==> config.mk <==
export PLATFORM = sky130hd
export DESIGN_NAME = unidad_pc
export DESIGN_NICKNAME = d
export VERILOG_FILES = /design/src/rtl/unidad_pc.sv
export SDC_FILE = /design/constraint.sdc
export NUM_CORES = 1
export LEC_CHECK = 0
export ABC_CLOCK_PERIOD_IN_PS = 4700
export BUFFER_PORTS_ARGS = -buffer_cell sky130_fd_sc_hd__buf_4
export CAP_MARGIN = 20
export CORE_MARGIN = 4
export CORE_UTILIZATION = 45
export DETAILED_ROUTE_END_ITERATION = 7
export PLACE_DENSITY = 0.73
export SLEW_MARGIN = 20
export SYNTH_ARGS = -nofsm -noshare
export SYNTH_HDL_FRONTEND = slang
export SYNTH_SLANG_ARGS = --single-unit
==> constraint.sdc <==
create_clock -name clk -period 4.7 [get_ports clk]
set_input_delay 0.94 -clock clk [delete_from_list [all_inputs] [get_ports clk]]
set_output_delay 0.94 -clock clk [all_outputs]
set_load 0.01 [all_outputs]
==> src/rtl/unidad_pc.sv <==
// Program counter unit: BOOT/RUN/TRAP sequencing, redirect and misaligned-target trap.
// Optional performance counters are compiled in with BRANCH_COUNTER_EN.
module unidad_pc #(
    parameter logic [31:0] RESET_VECTOR = 32'h0000_0000,
    parameter logic [31:0] TRAP_VECTOR  = 32'h0000_0100
) (
    input  logic        clk,
    input  logic        rst,
    input  logic        next_pc_src,
    input  logic [31:0] branch_target,
    input  logic        pc_en,
    input  logic        trap_ack,
    output logic [31:0] pc,
    output logic [31:0] pc_plus4,
    output logic        misaligned_trap,
    output logic [31:0] mtval
`ifdef BRANCH_COUNTER_EN
    ,
    output logic [31:0] taken_count,
    output logic [31:0] retired_count
`endif
);

    typedef enum logic [1:0] {BOOT, RUN, TRAP} state_t;

    state_t state;

    assign pc_plus4 = pc + 32'd4;

    always_ff @(posedge clk or posedge rst) begin
        if (rst) begin
            state           <= BOOT;
            pc              <= RESET_VECTOR;
            misaligned_trap <= 1'b0;
            mtval           <= 32'h0;
`ifdef BRANCH_COUNTER_EN
            taken_count     <= 32'h0;
            retired_count   <= 32'h0;
`endif
        end else begin
            case (state)
                // Let the instruction at the reset vector execute before advancing.
                BOOT: state <= RUN;
                RUN: begin
                    if (pc_en) begin
                        if (next_pc_src) begin
                            if (branch_target[1:0] == 2'b00) begin
                                pc <= branch_target;
`ifdef BRANCH_COUNTER_EN
                                taken_count   <= taken_count + 32'd1;
                                retired_count <= retired_count + 32'd1;
`endif
                            end else begin
                                mtval           <= branch_target;
                                misaligned_trap <= 1'b1;
                                state           <= TRAP;
                            end
                        end else begin
                            pc <= pc_plus4;
`ifdef BRANCH_COUNTER_EN
                            retired_count <= retired_count + 32'd1;
`endif
                        end
                    end
                end
                TRAP: begin
                    if (trap_ack) begin
                        pc              <= TRAP_VECTOR;
                        misaligned_trap <= 1'b0;
                        state           <= RUN;
                    end
                end
                default: state <= BOOT;
            endcase
        end
    end

endmodule

==> results by group <==
Worst setup path
  • Worst stage delay on the critical path: between 0.4 and 0.5 ns
  • CP max FO: 8
  • Crit start category: register
  • Family with the most delay on the worst path: simple AND/OR/NAND/NOR gates
  • Critical Path Stages: 6
  • RR Endpoint: pc[24]
  • Cell count of the worst reg-to-reg path: 7
  • CP Capture Type: output port
  • Category of the critical setup timing path: register to output port
  • Cell-by-cell listing of the critical path: ha_1 -> nand4_1 -> nor3_2 -> nand3_1 -> xnor2_1 -> buf_4
  • Startpoint of the most critical register-to-register path: state[0]
  • CP max stage cell: sky130_fd_sc_hd__dfrtp_1
  • CP arrival: 2.48 ns
  • Setup slack of the worst register-to-register path: 1.93 ns
  • Total buffers and inverters traversed by the critical path: 1
  • Required time of the critical path: 3.76 ns

Power and ir drop
  • Leakage power: 2.293 nW
  • PnR Total Power: between 0.003 and 0.004 W
  • Peak supply drop: approximately 0.00034 V
  • Power per Cell Area: 711.9 nW/um2

Global route
  • Congestion Overflow GR: 0
  • Number of antenna violations at the first check in global routing: 0
  • Via count of the first global-routing pass: 3,505
  • Pin count of the biggest net entering global routing: 44
  • Wire length of the first global-routing pass: 17,670 um
  • Total track usage: 22.45%

Timing
  • Smallest setup slack after layout: 1.276 ns
  • Max-slew violation count: 0
  • Measured slew at the worst slew-check pin: 0.9275 ns
  • Clock period minus worst slack: between 3 and 4 ns
  • Worst clock skew on the final layout: 0.008869 ns
  • Setup repair after global routing missed its margin: false
  • Number of hold violations in the final report: 0
  • Setup-violating endpoint count in the final report: 0
  • Setup TNS: 0 ns
  • Max Freq: 292.0 MHz
  • Final period utilization: 72.86%
  • Max-slew headroom: 38.08%

Yosys
  • Flops & latches, synth: 67
  • Syn_area_per_cell: 10.36 um2
  • Cells taking the most area after synthesis: sky130_fd_sc_hd__dfrtp_1 (44%), sky130_fd_sc_hd__mux2_2 (9.6%), sky130_fd_sc_hd__xnor2_1 (4.9%)
  • Sequential area share after synthesis: 44.46%
  • Leading area contributor after synthesis: sky130_fd_sc_hd__dfrtp_1
  • Area of the mapped netlist: between 3000 and 4000 um2
  • Count of different cell masters after synthesis: 55
  • Top-area cell type share of the netlist area: 44.46%
  • Synthesized instance count: 364
  • Syn_nets: roughly 410
  • Number of warnings issued by yosys: 0

Clock network
  • Clock slew at the register clock pins of the worst setup and hold paths: around 0.07 ns
  • Number of setup buffers added after CTS: 0
  • Num CTS Buffers: 9
  • Bufs on Longest Clock Path: 2
  • Clk root buf: sky130_fd_sc_hd__clkbuf_8
  • Hold Buf Count CTS: 0
  • CTS tree: done
  • Number of levels the H-tree was split into: 3
  • Clock tree sinks: 67
  • Clock latency on the worst-skew pair: 0.36 ns
  • Post-cts sizing count: 0

Hold path
  • Worst Hold End: misaligned_trap
  • Origin of the worst min-delay path: misaligned_trap
  • Hold depth: 2
  • Path category of the worst min-delay check: register to register

Placement
  • Number of input and output port buffers inserted: between 100 and 150
  • Gpl congestion: 0.8521
  • Detailed-placement wirelength estimate: between 7000 and 8000 um
  • Post-place setup slack: 1.594 ns

Route
  • Starting DRC count in detailed routing: 218
  • Final antenna-violating net count: 0
  • Number of search-and-repair iterations in the first detailed-routing pass: 5
  • Vias post-DR: 3,361
  • Number of remaining DRC errors: 0
  • Per-cell via count in the routed design: 5.649
  • DR WL/cell: around 18 um
  • Routed wire length: 10,680 um

Floorplanning
  • I/O Pins: 134
  • Overall die height: 99.55 um
  • Initial core utilization: roughly 46%
  • Core Area: 8175 um2
  • Number of rows in the core area: 33
  • Floorplan die width: 99.55 um
  • Floorplan die area: 9909 um2

Cells and area
  • Area growth syn-to-layout: 32.32%
  • Antenna Cells: 0
  • Proportion of layout cells with a drive suffix above 1: between 40% and 50%
  • Most frequent standard cell in the layout excluding fill and tap cells: sky130_fd_sc_hd__buf_4
  • Highest-count cells in the layout ignoring fill and taps: sky130_fd_sc_hd__buf_4 (134), sky130_fd_sc_hd__dfrtp_1 (67), sky130_fd_sc_hd__mux2_2 (32), sky130_fd_sc_hd__nand2_1 (30), sky130_fd_sc_hd__nand3_1 (22)
  • Number of nets in the finished design: 526
  • Fraction of the core area covered by cells at the end of the flow: 61.03%

Status
  • Run status: finished, final reports clean

Flow run
  • Max-cap violations: 0
## metrics by stage
step	std cells	cell area, um2	hold slack (ns)
2_1_floorplan	364	3771	0.5116
3_3_place_gp	578	4751	0.4662
3_5_place_dp	578	4751	0.4913
4_1_cts	594	4979	0.5080
5_1_grt	595	4990	0.5135
6_report	595	4990	0.5026
## cell usage after synthesis (all sizes together)
library cell	n
a21o	5
a21oi	13
a221o	4
a22o	3
a22oi	5
a31oi	4
a32o	1
a32oi	3
and2	2
and3	3
and4	1
buf	14
bufbuf	1
clkbuf	10
dfrtp	67
ha	4
inv	12
mux2	32
mux2i	4
nand2	30
nand2b	2
nand3	24
nand4	11
nor2	21
nor2b	2
nor3	5
nor3b	1
nor4	8
o2111ai	1
o211ai	4
o21a	1
o21ai	19
o221ai	2
o22ai	2
o2bb2ai	2
o311ai	1
o31a	2
o31ai	4
or2	2
or3	3
or4	1
xnor2	21
xor2	7
## flip-flops by register name (all words and copies together) (netlist names)
signal and cells:
misaligned_trap 1, mtval 32, pc 32, state 2
## worst reg2reg max path, cell delays in order (launching register included)
cell and delay, ns:
sky130_fd_sc_hd__dfrtp_1 0.37, sky130_fd_sc_hd__inv_1 0.08, sky130_fd_sc_hd__ha_1 0.33, sky130_fd_sc_hd__nor2_1 0.71, sky130_fd_sc_hd__nand3_1 0.53, sky130_fd_sc_hd__or2_2 0.44
sky130_fd_sc_hd__mux2i_1 0.13, sky130_fd_sc_hd__a221o_1 0.12
## routing by layer
metal / vias to the layer above / wire length, um / global-route usage [%]
met2: 170 / 5154 / 34.71
met5: - / 0 / 0
met4: 0 / 161 / 7.878
met3: 17 / 1038 / 7.504
met1: 1618 / 4328 / 29.54
li1: 1556 / - / -
## worst max-delay path by stage
stage,start,slack (ns),end
after floorplan,pc[5],1.91,pc_plus4[21]
after global placement,pc[2],1.64,pc_plus4[24]
after detailed placement,next_pc_src,1.59,pc[28]
after CTS,pc[2],1.30,pc_plus4[24]
after global routing,pc[2],1.10,pc_plus4[24]
final,pc[2],1.28,pc_plus4[26]
## cell type report
| cell class | instances | area [um2] |
|---|---|---|
| timing repair buffer | 135 | 1017 |
| sequential | 67 | 1677 |
| fill | 708 | 3186 |
| inverter | 12 | 45.04 |
| multi-input combinational | 260 | 1892 |
| tap | 105 | 131.4 |
| clock inverter | 4 | 72.57 |
| clock buffer | 12 | 155.1 |
## cells by family (layout without fill, tap and decap cells)
| group | after synthesis | after routing | synth area share, % |
|---|---|---|---|
| XOR/XNOR | 28 | 28 | 6.503 |
| buffers and inverters | 37 | 163 | 5.507 |
| AND/OR/NAND/NOR | 116 | 116 | 17.72 |
| AO/OA/AOI/OAI | 76 | 76 | 13.87 |
| flip-flops | 67 | 67 | 44.46 |
| multiplexers | 36 | 36 | 10.62 |
| adder cells (fa/ha/maj) | 4 | 4 | 1.327 |
## report_power, final
group          internal (W)  total (W)  switching (W)
registers          0.000860    0.00119       0.000328
logic              0.000920    0.00181       0.000890
clock network      0.000327   0.000554       0.000227
total               0.00211    0.00355        0.00144
(Power assumes the default switching activity.)
